$ cat config.mk
export PLATFORM = sky130hd
export DESIGN_NAME = ram_scan_reader_flat
export DESIGN_NICKNAME = d
export VERILOG_FILES = /design/src/rtl/ram_scan_pkg.sv /design/src/rtl/ram_scan_reader_if.sv /design/src/rtl/tick_divider.sv /design/src/rtl/ram_scan_reader.sv /design/src/flat_wrapper.sv
export SDC_FILE = /design/constraint.sdc
export NUM_CORES = 1
export LEC_CHECK = 0
export ABC_AREA = 1
export BUFFER_PORTS_ARGS = -buffer_cell sky130_fd_sc_hd__buf_2
export CAP_MARGIN = 20
export CORE_MARGIN = 2
export CORE_UTILIZATION = 30
export CTS_CLUSTER_SIZE = 16
export DETAILED_ROUTE_END_ITERATION = 6
export SYNTH_ARGS = -nofsm -noshare
export SYNTH_HDL_FRONTEND = slang
export SYNTH_HIERARCHICAL = 1
export SYNTH_SLANG_ARGS = --single-unit
$ cat constraint.sdc
create_clock -name clock -period 1.8 [get_ports clock]
set_clock_uncertainty 0.2 [all_clocks]
set_input_delay 0.09 -clock clock [delete_from_list [all_inputs] [get_ports clock]]
set_output_delay 0.09 -clock clock [all_outputs]
set_load 0.01 [all_outputs]
$ cat src/rtl/ram_scan_pkg.sv
// Shared defaults and FSM state type for the RAM scan reader.
package ram_scan_pkg;

  localparam int unsigned DefaultAddrW = 5;
  localparam int unsigned DefaultDataW = 4;

  typedef enum logic [1:0] {
    StIdle,
    StIssue,
    StWait,
    StShow
  } scan_state_e;

endpackage

$ cat src/rtl/ram_scan_reader_if.sv
// RAM read port, RAM write-port snoop and display outputs of the scan reader.
interface ram_scan_reader_if
  import ram_scan_pkg::*;
#(
  parameter int unsigned ADDR_W = DefaultAddrW,
  parameter int unsigned DATA_W = DefaultDataW
);

  logic              rd_en;
  logic [ADDR_W-1:0] rd_addr;
  logic [DATA_W-1:0] rd_data;
  logic              wr_en_snoop;
  logic [ADDR_W-1:0] wr_addr_snoop;
  logic [DATA_W-1:0] wr_data_snoop;
  logic [ADDR_W-1:0] disp_addr;
  logic [DATA_W-1:0] disp_data;
  logic              disp_valid;

  modport master (
    output rd_en, rd_addr, disp_addr, disp_data, disp_valid,
    input  rd_data, wr_en_snoop, wr_addr_snoop, wr_data_snoop
  );

  modport slave (
    input  rd_en, rd_addr, disp_addr, disp_data, disp_valid,
    output rd_data, wr_en_snoop, wr_addr_snoop, wr_data_snoop
  );

endinterface

$ cat src/rtl/tick_divider.sv
// Step timer: counts enabled cycles and pulses tick on the TICK_DIV-th one.
module tick_divider #(
  parameter int unsigned TICK_DIV = 50_000_000
) (
  input  logic clock,
  input  logic reset,
  input  logic clear,
  input  logic run,
  output logic tick
);

  localparam int unsigned CntW = (TICK_DIV > 1) ? $clog2(TICK_DIV) : 1;
  localparam logic [CntW-1:0] CntLast = CntW'(TICK_DIV - 1);

  logic [CntW-1:0] cnt_q, cnt_d;

  always_comb begin
    cnt_d = cnt_q;
    tick  = 1'b0;
    if (clear) begin
      cnt_d = '0;
    end else if (run) begin
      if (cnt_q == CntLast) begin
        tick  = 1'b1;
        cnt_d = '0;
      end else begin
        cnt_d = cnt_q + 1'b1;
      end
    end
  end

  always_ff @(posedge clock or negedge reset) begin
    if (!reset) begin
      cnt_q <= '0;
    end else begin
      cnt_q <= cnt_d;
    end
  end

endmodule

$ cat src/rtl/ram_scan_reader.sv
// Steps through RAM one word per tick, shows the word, and keeps it coherent
// with writes observed on the RAM write port.
module ram_scan_reader
  import ram_scan_pkg::*;
#(
  parameter int unsigned ADDR_W   = DefaultAddrW,
  parameter int unsigned DATA_W   = DefaultDataW,
  parameter int unsigned TICK_DIV = 50_000_000
) (
  input  logic               clock,
  input  logic               reset,
  input  logic               enable,
  ram_scan_reader_if.master  bus
);

  scan_state_e       state_q, state_d;
  logic [ADDR_W-1:0] disp_addr_q, disp_addr_d;
  logic [DATA_W-1:0] disp_data_q, disp_data_d;
  logic              disp_valid_q, disp_valid_d;
  logic              bypass_q, bypass_d;
  logic [DATA_W-1:0] bypass_data_q, bypass_data_d;
  logic              tick;
  logic              snoop_hit;

  tick_divider #(
    .TICK_DIV (TICK_DIV)
  ) u_tick_divider (
    .clock (clock),
    .reset (reset),
    .clear (state_q == StWait),
    .run   ((state_q == StShow) && enable),
    .tick  (tick)
  );

  assign snoop_hit = bus.wr_en_snoop && (bus.wr_addr_snoop == disp_addr_q);

  always_comb begin
    state_d       = state_q;
    disp_addr_d   = disp_addr_q;
    disp_data_d   = disp_data_q;
    disp_valid_d  = disp_valid_q;
    bypass_d      = bypass_q;
    bypass_data_d = bypass_data_q;
    case (state_q)
      StIdle: begin
        if (enable) state_d = StIssue;
      end
      StIssue: begin
        state_d = StWait;
        if (snoop_hit) begin
          bypass_d      = 1'b1;
          bypass_data_d = bus.wr_data_snoop;
        end
      end
      StWait: begin
        // A write in this very cycle is newer than anything captured earlier.
        state_d      = StShow;
        disp_valid_d = 1'b1;
        bypass_d     = 1'b0;
        if (snoop_hit) begin
          disp_data_d = bus.wr_data_snoop;
        end else if (bypass_q) begin
          disp_data_d = bypass_data_q;
        end else begin
          disp_data_d = bus.rd_data;
        end
      end
      StShow: begin
        if (snoop_hit) disp_data_d = bus.wr_data_snoop;
        if (tick) begin
          state_d     = StIssue;
          disp_addr_d = disp_addr_q + ADDR_W'(1);
        end
      end
      default: state_d = StIdle;
    endcase
  end

  always_ff @(posedge clock or negedge reset) begin
    if (!reset) begin
      state_q       <= StIdle;
      disp_addr_q   <= '0;
      disp_data_q   <= '0;
      disp_valid_q  <= 1'b0;
      bypass_q      <= 1'b0;
      bypass_data_q <= '0;
    end else begin
      state_q       <= state_d;
      disp_addr_q   <= disp_addr_d;
      disp_data_q   <= disp_data_d;
      disp_valid_q  <= disp_valid_d;
      bypass_q      <= bypass_d;
      bypass_data_q <= bypass_data_d;
    end
  end

  assign bus.rd_en      = (state_q == StIssue);
  assign bus.rd_addr    = disp_addr_q;
  assign bus.disp_addr  = disp_addr_q;
  assign bus.disp_data  = disp_data_q;
  assign bus.disp_valid = disp_valid_q;

endmodule

$ cat src/flat_wrapper.sv
// flat-port wrapper written by rule: the top's interface ports become plain ports
module ram_scan_reader_flat import ram_scan_pkg::*;
#(
  parameter int unsigned ADDR_W   = DefaultAddrW,
  parameter int unsigned DATA_W   = DefaultDataW,
  parameter int unsigned TICK_DIV = 50_000_000
)
  (clock, reset, enable, bus_rd_en, bus_rd_addr, bus_disp_addr, bus_disp_data, bus_disp_valid, bus_rd_data, bus_wr_en_snoop, bus_wr_addr_snoop, bus_wr_data_snoop);
  ram_scan_reader_if #(.ADDR_W(ADDR_W), .DATA_W(DATA_W)) bus_i ();
  input  logic clock;
  input  logic reset;
  input  logic enable;
  output wire logic [$bits(bus_i.rd_en)-1:0] bus_rd_en;
  output wire logic [$bits(bus_i.rd_addr)-1:0] bus_rd_addr;
  output wire logic [$bits(bus_i.disp_addr)-1:0] bus_disp_addr;
  output wire logic [$bits(bus_i.disp_data)-1:0] bus_disp_data;
  output wire logic [$bits(bus_i.disp_valid)-1:0] bus_disp_valid;
  input wire logic [$bits(bus_i.rd_data)-1:0] bus_rd_data;
  input wire logic [$bits(bus_i.wr_en_snoop)-1:0] bus_wr_en_snoop;
  input wire logic [$bits(bus_i.wr_addr_snoop)-1:0] bus_wr_addr_snoop;
  input wire logic [$bits(bus_i.wr_data_snoop)-1:0] bus_wr_data_snoop;
  assign bus_rd_en = bus_i.rd_en;
  assign bus_rd_addr = bus_i.rd_addr;
  assign bus_disp_addr = bus_i.disp_addr;
  assign bus_disp_data = bus_i.disp_data;
  assign bus_disp_valid = bus_i.disp_valid;
  assign bus_i.rd_data = bus_rd_data;
  assign bus_i.wr_en_snoop = bus_wr_en_snoop;
  assign bus_i.wr_addr_snoop = bus_wr_addr_snoop;
  assign bus_i.wr_data_snoop = bus_wr_data_snoop;
  ram_scan_reader #(.ADDR_W(ADDR_W), .DATA_W(DATA_W), .TICK_DIV(TICK_DIV)) u_core (.clock(clock), .reset(reset), .enable(enable), .bus(bus_i));
endmodule
==> reports/metrics.yaml, run 1 <==
synthesis:
  synth_cells: 390
  syn_avg_cell_area_um2: 7.218
  syn_nets: 414
  yosysWarnings: 6
  ys_types: 30
  synth_area_mm2: 0.002815
  synth-seq-area-share_pct: 38.22
  synth-seq-cells: 43
sta:
  final_max_slew_viol_count: 0
  clock.fmax_mhz: 546.5
  finalCritPeriodShare_pct: 101.7
  final_hold_viol_count: 0
  tightest_slew_ns: 0.3372
  slew_headroom_pct: 77.50
  period_minus_slack_ns: 1.830
  setup_slack_ns: -0.02971
  finalSetupViolations: 4
  rsz0062_at_grt: "true"
  setup_tns_ns: -0.07189
  fin_hold_ws_ns: 0.07382
grt:
  busiest_layer: "met2"
  grt_usage_pct: 14.11
  grt_use_met2_pct: 23.54
  grt_use_met1_pct: 18.49
  grt_first_pass_wirelength_mm: 11.60
  antenna_found_initial: 0
  grt_pass1_vias: 2598
  grt_max_degree: 44
  grt_overflow: 0
  met3_usage_pct: 2.705
finish:
  fillers: 923
  area_growth_pct: 32.31
  final_common_cell: "nand2_1"
  nNetsFinal: 496
  finalNonFillerCells: 584
  antenna-diode-count: 0
  fin_area_mm2: 0.003725
  regArea_mm2: 0.001076
  drive_gt1_share_pct: 29.81
  multi_input_area_mm2: 0.001587
  final_cell_mix: "98 x nand2_1, 50 x inv_1, 49 x nor2_1"
  post-route-util_pct: 40.70
die:
  core_mm2: 0.009153
  rows: 35
  dieArea_mm2: 0.01017
  pin_count: 33
  fp.dieH_um: 100.9
  die_width_um: 100.9
  start_util_pct: 30.76
power_and_ir_drop:
  p_leak_nw: 1.789
  peakVddDrop_mv: 0.2968
  pwr-share-seq_pct: 45.9
  combPwrFrac_pct: 21.4
  p_sw_share_pct: 29.63
  p_total_mw: 2.432
  clock_power_share_pct: 32.7
  power.density_mw_per_mm2: 652.8
  p_int_mw: 1.711
  p_switching_mw: 0.7205
cts:
  tritoncts: "yes"
  cts_buffer_depth: 2
  insertion_delay_ns: 0.30
  cts_root_buf: "clkbuf_8"
  cts_sinks: 43
  clkTransAtPathRegs_ns: 0.09
  cts_buffers: 5
  htree_levels: 2
route:
  viasPerCell: 4.622
  drt_iter0_markers: 117
  drc: 0
  postRouteAntennaNets: 0
  vias: 2699
  dr.pass1.iters: 4
  wire_per_inst_um: 11.47
  totalWireLength_mm: 6.700
setup_path:
  crit_type: "reg -> reg"
  cp.arrival_ns: 1.86
  crit_fanout: 3
  crit_path_start_kind: "flip-flop"
  regToRegSetupSlack_ns: -0.03
  rr_worst_depth: 10
  cp-end-kind: "flip-flop"
  required_ns: 1.83
flow_run:
  drv_cap: 0
placement:
  dp_cells: 560
  dp_hpwl_mm: 4.975
  portBuffers: 32
  pre_cts_slack_ns: -0.07908
  place_congestion: 0.8963
  postPlaceCellArea_mm2: 0.003347
outcome:
  run_status: "finished, violations left"
  violations: "negative setup slack"
worst_hold_path:
  hold_class: "in -> async"
-- cell usage after synthesis --
master,number,share of area [%]
a21oi_1,4,0.71
a2bb2oi_1,1,0.31
buf_12,1,0.71
buf_2,1,0.18
buf_4,6,1.6
clkbuf_1,1,0.13
dfrtp_1,43,38
ha_1,7,3.1
inv_1,52,6.9
inv_2,6,0.80
nand2_1,105,14
nand2_2,2,0.44
nand2_8,1,0.71
nand3_1,28,5.0
nand3_4,3,1.9
nand4_1,18,4.0
nand4_2,1,0.44
nor2_1,58,7.7
nor2_2,17,3.8
nor2_4,2,0.80
nor2_8,2,1.4
nor3_1,1,0.18
nor4_1,1,0.22
o21ai_0,11,2.0
o21ai_1,4,0.71
o22ai_1,2,0.44
o31ai_1,1,0.27
or2_2,1,0.22
xnor2_1,1,0.31
xor2_1,9,2.8
-- power by group through the flow --
stage / sequential [mW] / combinational (mW) / clock, mW
floorplan: 1.14 / 0.250 / 0
global placement: 1.13 / 0.456 / 0
detailed placement: 1.13 / 0.465 / 0
CTS: 1.11 / 0.483 / 0.821
global route: 1.13 / 0.580 / 0.862
finish: 1.12 / 0.520 / 0.796
-- final timing paths --
kind                                                 from                         endpoint
setup reg to reg           u_core/u_tick_divider/cnt_q[0]          u_core/bus.disp_addr[3]
min in group clock                        bus_wr_en_snoop          u_core/bus.disp_data[2]
max in group asynchronous                           reset  u_core/u_tick_divider/cnt_q[11]
hold reg to reg                     u_core/bus.disp_valid            u_core/bus.disp_valid
setup / recovery           u_core/u_tick_divider/cnt_q[0]          u_core/bus.disp_addr[3]
hold / removal                                      reset          u_core/bus.disp_data[0]
-- routing by layer --
metal | routed length [µm] | vias to the layer above
li1 | - | 1380
met1 | 3107 | 1254
met4 | 98 | 0
met5 | 0 | -
met3 | 284 | 7
met2 | 3209 | 58
-- sequential cells by signal, indices dropped and copies added, names as in the netlist --
register,count
u_core/u_tick_divider/cnt_q,26
u_core/bus.disp_addr,5
u_core/bus.disp_data,4
u_core/bypass_data_q,4
u_core/state_q,2
u_core/bus.disp_valid,1
u_core/bypass_q,1
-- kinds of logic after synthesis --
| group | after synthesis | share of synthesized area, % |
|---|---|---|
| AO/OA/AOI/OAI | 23 | 4.400 |
| XOR/XNOR | 10 | 3.111 |
| adder cells (fa/ha/maj) | 7 | 3.111 |
| buffers and inverters | 67 | 10.36 |
| flip-flops | 43 | 38.22 |
| AND/OR/NAND/NOR | 240 | 40.80 |
-- critical path, cell delays in order, from the launching register on --
cell	delay, ns
dfrtp_1	0.36
ha_2	0.19
nand2_2	0.06
nor2_2	0.09
nand2_2	0.08
nor2_4	0.14
nand3_4	0.10
nor2_4	0.12
nand2_4	0.08
nor4_2	0.17
xor2_1	0.17
-- what timing repair did --
item | CTS | global route
pin swaps | 0 | 6
hold endpoints to repair | 53 | 0
buffers inserted | 0 | 5
hold buffers | 10 | 0
setup endpoints to repair | 7 | 30
cloned | 0 | 1
gates resized for setup | 2 | 28
-- final cells by class --
class	count	share of cell area, %
Timing Repair Buffer	83	15.69
Inverter	58	6.013
Clock inverter	3	1.243
Sequential cell	43	28.89
Clock buffer	5	1.847
Multi-Input combinational cell	281	42.59
Tap cell	111	3.729
Note: power is estimated with default switching activity, not from simulation.
==> inputs of run 2 (changes only) <==
--- a/config.mk
+++ b/config.mk
@@ -5,13 +5,13 @@
 export SDC_FILE = /design/constraint.sdc
 export NUM_CORES = 1
 export LEC_CHECK = 0
-export ABC_AREA = 1
 export BUFFER_PORTS_ARGS = -buffer_cell sky130_fd_sc_hd__buf_2
 export CAP_MARGIN = 20
 export CORE_MARGIN = 2
-export CORE_UTILIZATION = 30
+export CORE_UTILIZATION = 52
 export CTS_CLUSTER_SIZE = 16
 export DETAILED_ROUTE_END_ITERATION = 6
+export PLACE_DENSITY = 0.76
 export SYNTH_ARGS = -nofsm -noshare
 export SYNTH_HDL_FRONTEND = slang
 export SYNTH_HIERARCHICAL = 1
==> run 2 against run 1 <==
  * The run still ends with negative setup slack left
  * Count of clock-buffer cells in the layout unchanged
  * Sequential power is 9.8% higher
  * Power up 53%
  * Combinational power increased to 3.5 times the previous value
  * Worst setup slack worse by 0.54 ns
  * Area after synthesis is 13% lower
  * Final cell count is 26% lower
  * Critical path depth is 3 lower
  * Cell area rose by 3.1%
==> reports/metrics.yaml, run 2 <==
die:
  pin_count: 33
  dieArea_mm2: 0.005289
  core_mm2: 0.004629
  die_width_um: 72.73
  rows: 25
  fp.dieH_um: 72.73
  start_util_pct: 53.05
power_and_ir_drop:
  combPwrFrac_pct: 49.3
  p_switching_mw: 1.451
  p_leak_nw: 1.658
  p_sw_share_pct: 38.99
  power.density_mw_per_mm2: 968.9
  clock_power_share_pct: 17.6
  p_int_mw: 2.270
  peakVddDrop_mv: 0.9962
  p_total_mw: 3.721
  pwr-share-seq_pct: 33.1
route:
  drc: 0
  drt_iter0_markers: 336
  viasPerCell: 6.552
  dr.pass1.iters: 5
  wire_per_inst_um: 22.06
  vias: 2824
  totalWireLength_mm: 9.507
  postRouteAntennaNets: 0
finish:
  area_growth_pct: 56.34
  regMostFlops: "u_core/u_tick_divider/cnt_q"
  nNetsFinal: 400
  final_common_cell: "buf_4"
  antenna-diode-count: 0
  fin_area_mm2: 0.003840
  drive_gt1_share_pct: 51.72
  largest_reg_flops: 26
  post-route-util_pct: 82.95
  final_cell_mix: "74 x buf_4, 41 x dfrtp_1, 32 x buf_2"
grt:
  grt_overflow: 0
  antenna_found_initial: 0
  grt_pass1_vias: 2465
  grt_max_degree: 19
  grt_first_pass_wirelength_mm: 11.75
  grt_usage_pct: 28.80
synthesis:
  synth_edf_count: 0
  synth-seq-cells: 43
  yosys-top-cells-count: "43 x dfrtp_1, 19 x o21ai_0, 17 x nand2_1"
  synth_top_area_share_pct: 43.81
  synth_cells: 253
  yosysTopAreaCell: "dfrtp_1"
  syn_nets: 277
  syn_avg_cell_area_um2: 9.708
  synth-seq-area-share_pct: 43.81
  synthFlopType: "dfrtp_1"
  synth_area_leaders: "dfrtp_1 44%, xnor2_1 5.0%, o21ai_0 3.9%"
  synth.most_common_cell: "dfrtp_1"
  async_flop_share_pct: 100.0
  yosysWarnings: 6
  synth_area_mm2: 0.002456
  ys_types: 43
outcome:
  run_status: "finished, violations left"
  violations: "negative setup slack"
placement:
  dp_hpwl_mm: 4.696
  place_congestion: 0.8892
  portBuffers: 32
  postPlaceCellArea_mm2: 0.003212
flow_run:
  drv_cap: 0
cts:
  cts_buffers: 5
  cts_buffer_depth: 2
  cts_root_buf: "clkbuf_8"
  clkTransAtPathRegs_ns: 0.09
  tritoncts: "yes"
  insertion_delay_ns: 0.31
  cts_sinks: 43
  htree_levels: 2
worst_hold_path:
  hold_class: "in -> async"
sta:
  setup_tns_ns: -13.14
  finalCritPeriodShare_pct: 131.4
  period_minus_slack_ns: 2.366
  finalSetupViolations: 37
  clock.fmax_mhz: 422.7
  final_hold_viol_count: 0
  setup_slack_ns: -0.5660
  rsz0062_at_grt: "true"
  tightest_slew_ns: 0.4271
  final_max_slew_viol_count: 0
  slew_headroom_pct: 71.13
setup_path:
  path_cells: "ha_4 > nor4bb_4 > nand4_1 > nor4_1 > buf_4 > o22ai_1 > mux2_2"
  cp_slowest_cell: "dfrtp_1"
  crit_type: "reg -> reg"
  cp-end-kind: "flip-flop"
  slowest_delay_ns: 0.42
  cp.arrival_ns: 2.36
  crit_fanout: 4
  required_ns: 1.80
  crit_path_start_kind: "flip-flop"
run 2: cell families after synthesis:
kind of cell             synth area share (%)
multiplexers                            4.381
AO/OA/AOI/OAI                           14.26
adder cells (fa/ha/maj)                 3.566
flip-flops                              43.81
buffers and inverters                   4.890
AND/OR/NAND/NOR                         23.38
XOR/XNOR                                5.706
run 2: power groups by stage:
stage,registers [mW],logic [mW],clock network [mW]
2_1_floorplan,1.24,0.673,0
3_3_place_gp,1.22,1.13,0
3_5_place_dp,1.23,1.19,0
4_1_cts,1.22,1.37,0.661
5_1_grt,1.24,1.93,0.685
6_report,1.23,1.83,0.655
run 2: layout make-up:
| class | instances | area (µm²) |
|---|---|---|
| inverter | 9 | 33.78 |
| multi-input combinational | 187 | 1551 |
| clock buffer | 5 | 68.82 |
| tap | 54 | 67.56 |
| clock inverter | 3 | 25.02 |
| sequential | 43 | 1079 |
| fill | 242 | 789.5 |
| timing repair buffer | 130 | 1015 |
run 2: stage by stage:
step / cells / hold slack (ns) / setup slack (ns)
after global routing: 431 / 0.05250 / -0.6137
final: 431 / 0.02384 / -0.5660
after global placement: 397 / -0.1836 / -0.3893
after CTS: 423 / 0.02316 / -0.4272
after detailed placement: 397 / -0.1783 / -0.4564
after floorplan: 253 / -0.4056 / -0.5848
run 2: worst paths after layout:
check | slack (ns) | from | to | depth (start not counted)
setup reg to reg | -0.57 | u_core/u_tick_divider/cnt_q[0] | u_core/state_q[1] | 7
hold / removal | 0.02 | reset | u_core/u_tick_divider/cnt_q[10] | 2
setup / recovery | -0.57 | u_core/u_tick_divider/cnt_q[0] | u_core/state_q[1] | 7
min in group clock | 0.04 | bus_rd_data[1] | u_core/bus.disp_data[1] | 4
hold reg to reg | 0.30 | u_core/bus.disp_valid | u_core/bus.disp_valid | 1
max in group asynchronous | 0.84 | reset | u_core/u_tick_divider/cnt_q[7] | 3
run 2: per-layer routing:
layer / vias to the layer above / global-route usage, % / share of wire (%) / routed length, µm
met1: 1342 / 36.00 / 36 / 3445
li1: 1183 / - / - / -
met5: - / 0 / 0 / 0
met4: 0 / 11.11 / 6.2 / 588
met2: 230 / 47.58 / 48 / 4604
met3: 69 / 7.735 / 9.1 / 868
run 2: worst max-delay path, delay by kind of cell (launching register included):
| family | cells | cell delay (ns) |
|---|---|---|
| simple gates | 3 | 0.83 |
| flops | 1 | 0.42 |
| mux | 1 | 0.30 |
| buf+inv | 1 | 0.19 |
| fa+ha+maj | 1 | 0.17 |
| compound gates | 1 | 0.14 |
run 2: timing repair:
action,4_1_cts,5_1_grt
hold buffers,9,0
cloned,0,3
pin swaps,13,17
resized for setup,37,34
setup buffers,10,5
endpoints found under the hold margin,52,0
setup endpoints to repair,33,40
==> inputs of run 3 (changes only) <==
--- a/config.mk
+++ b/config.mk
@@ -12,6 +12,7 @@
 export CTS_CLUSTER_SIZE = 16
 export DETAILED_ROUTE_END_ITERATION = 6
 export PLACE_DENSITY = 0.76
+export SKIP_CTS_REPAIR_TIMING = 1
 export SYNTH_ARGS = -nofsm -noshare
 export SYNTH_HDL_FRONTEND = slang
 export SYNTH_HIERARCHICAL = 1
==> run 3 against run 2 <==
  * The flow finishes with violations (negative hold slack, negative setup slack)
  * Cell area decreased by 6.8%
  * Combinational power down 23%
  * Largest power group unchanged
  * Power fell by 12%
  * Worst setup slack got worse by 0.014 ns
  * Count of clock-buffer cells in the layout is the same
==> reports/metrics.yaml, run 3 (synthesis gave the netlist of run 2 again) <==
outcome:
  run_status: "finished, violations left"
  violations: "negative hold slack, negative setup slack"
setup_path:
  critPathBufInv: 1
  rr_worst_depth: 8
  crit_fanout: 4
  crit_path_start_kind: "flip-flop"
  path_cells: "ha_2 > nor4bb_4 > nand4_1 > nor4_1 > buf_4 > and3_4 > nand3_2 > xnor2_1"
  cp_slowest_cell: "dfrtp_1"
  regToRegSetupSlack_ns: -0.58
  timing.rr.end: "u_core/bus.disp_addr[4]"
  crit_type: "reg -> reg"
  cp-end-kind: "flip-flop"
  path_delay_family: "simple AND/OR/NAND/NOR gates"
  regToRegStartpoint: "u_core/u_tick_divider/cnt_q[1]"
  cp.arrival_ns: 2.40
  slowest_delay_ns: 0.38
  required_ns: 1.82
route:
  viasPerCell: 6.067
  dr.pass1.iters: 5
  totalWireLength_mm: 7.480
  postRouteAntennaNets: 0
  drt_iter0_markers: 200
  vias: 2524
  drc: 0
  wire_per_inst_um: 17.98
sta:
  tightest_slew_ns: 0.3358
  fin_hold_ws_ns: -0.001563
  period_minus_slack_ns: 2.380
  finalSetupViolations: 37
  clock.fmax_mhz: 420.2
  final_max_slew_viol_count: 0
  finalCritPeriodShare_pct: 132.2
  setup_tns_ns: -11.39
  slew_headroom_pct: 77.30
  rsz0062_at_grt: "true"
  setup_slack_ns: -0.5800
  final_hold_viol_count: 1
finish:
  finalNonFillerCells: 416
  fin_area_mm2: 0.003578
  fillers: 288
  post-route-util_pct: 77.30
  regArea_mm2: 0.001079
  antenna-diode-count: 0
  final_cell_mix: "73 x buf_4, 41 x dfrtp_1, 32 x buf_2"
  nNetsFinal: 385
  final_common_cell: "buf_4"
  drive_gt1_share_pct: 45.86
  area_growth_pct: 45.70
  largest_reg_flops: 26
  regMostFlops: "u_core/u_tick_divider/cnt_q"
  multi_input_area_mm2: 0.001484
grt:
  grt_max_degree: 19
  met3_usage_pct: 4.558
  grt_use_met1_pct: 31.86
  grt_overflow: 0
  grt_pass1_vias: 2140
  antenna_found_initial: 0
  grt_usage_pct: 24.23
  busiest_layer: "met2"
  grt_first_pass_wirelength_mm: 9.998
  grt_use_met2_pct: 40.81
worst_hold_path:
  hold_path_depth: 4
  worstHoldStart: "enable"
  hold_class: "in -> reg"
  worst_hold_path.endpoint: "u_core/state_q[0]"
cts:
  cts_sinks: 43
  cts_buffer_depth: 2
  tritoncts: "yes"
  htree_levels: 2
  cts_buffers: 5
  clkTransAtPathRegs_ns: 0.10
  cts_root_buf: "clkbuf_8"
  insertion_delay_ns: 0.31
die:
  die_width_um: 72.73
  start_util_pct: 53.05
  core_mm2: 0.004629
  rows: 25
  pin_count: 33
  dieArea_mm2: 0.005289
  fp.dieH_um: 72.73
power_and_ir_drop:
  p_leak_nw: 1.563
  power.density_mw_per_mm2: 913.5
  p_total_mw: 3.269
  peakVddDrop_mv: 0.7417
placement:
  portBuffers: 32
  dp_cells: 397
  place_congestion: 0.8892
  postPlaceCellArea_mm2: 0.003212
  dp_hpwl_mm: 4.696
  pre_cts_slack_ns: -0.4564
flow_run:
  drv_cap: 0
## run 3: cell count changes in the layout (fill, tap and decap cells not counted), sizes merged
| cell | before | now |
|---|---|---|
| buf | 119 | 108 |
| dlygate4sd3 | 9 | 7 |
| clkbuf | 7 | 5 |
## run 3: layer usage
metal | vias to the layer above | part of all wire, %
li1 | 1153 | -
met1 | 1230 | 41
met2 | 111 | 51
met3 | 30 | 4.3
met4 | 0 | 3.5
met5 | - | 0
## run 3: power breakdown
| part | total (mW) | switching [mW] | leakage [nW] | internal, mW |
|---|---|---|---|---|
| logic | 1.40 | 0.761 | 0.956 | 0.637 |
| clock network | 0.646 | 0.369 | 0.0443 | 0.278 |
| registers | 1.22 | 0.124 | 0.563 | 1.10 |
| total | 3.27 | 1.25 | 1.56 | 2.02 |
## run 3: area by class of cell
class,count,share of cell area (%)
Timing Repair Buffer,115,22.94
Sequential cell,43,30.14
Multi-Input combinational cell,187,41.47
Inverter,9,0.9441
Clock inverter,3,0.6993
Tap cell,54,1.888
Clock buffer,5,1.923
## run 3: tightest hold or removal path: stages
cell and delay, ns:
buf_2 0.09, o22ai_1 0.10, nand2_1 0.09, o21ai_0 0.08
## run 3: worst max path at each step
stage | startpoint | cells after the start | to
final | u_core/u_tick_divider/cnt_q[1] | 8 | u_core/bus.disp_addr[4]
after global routing | u_core/u_tick_divider/cnt_q[1] | 8 | u_core/bus.disp_addr[4]
after CTS | u_core/state_q[1] | 7 | u_core/u_tick_divider/cnt_q[15]
after detailed placement | u_core/state_q[1] | 7 | u_core/u_tick_divider/cnt_q[15]
after global placement | u_core/u_tick_divider/cnt_q[1] | 8 | u_core/bus.disp_addr[3]
after floorplan | u_core/state_q[0] | 8 | u_core/u_tick_divider/cnt_q[24]
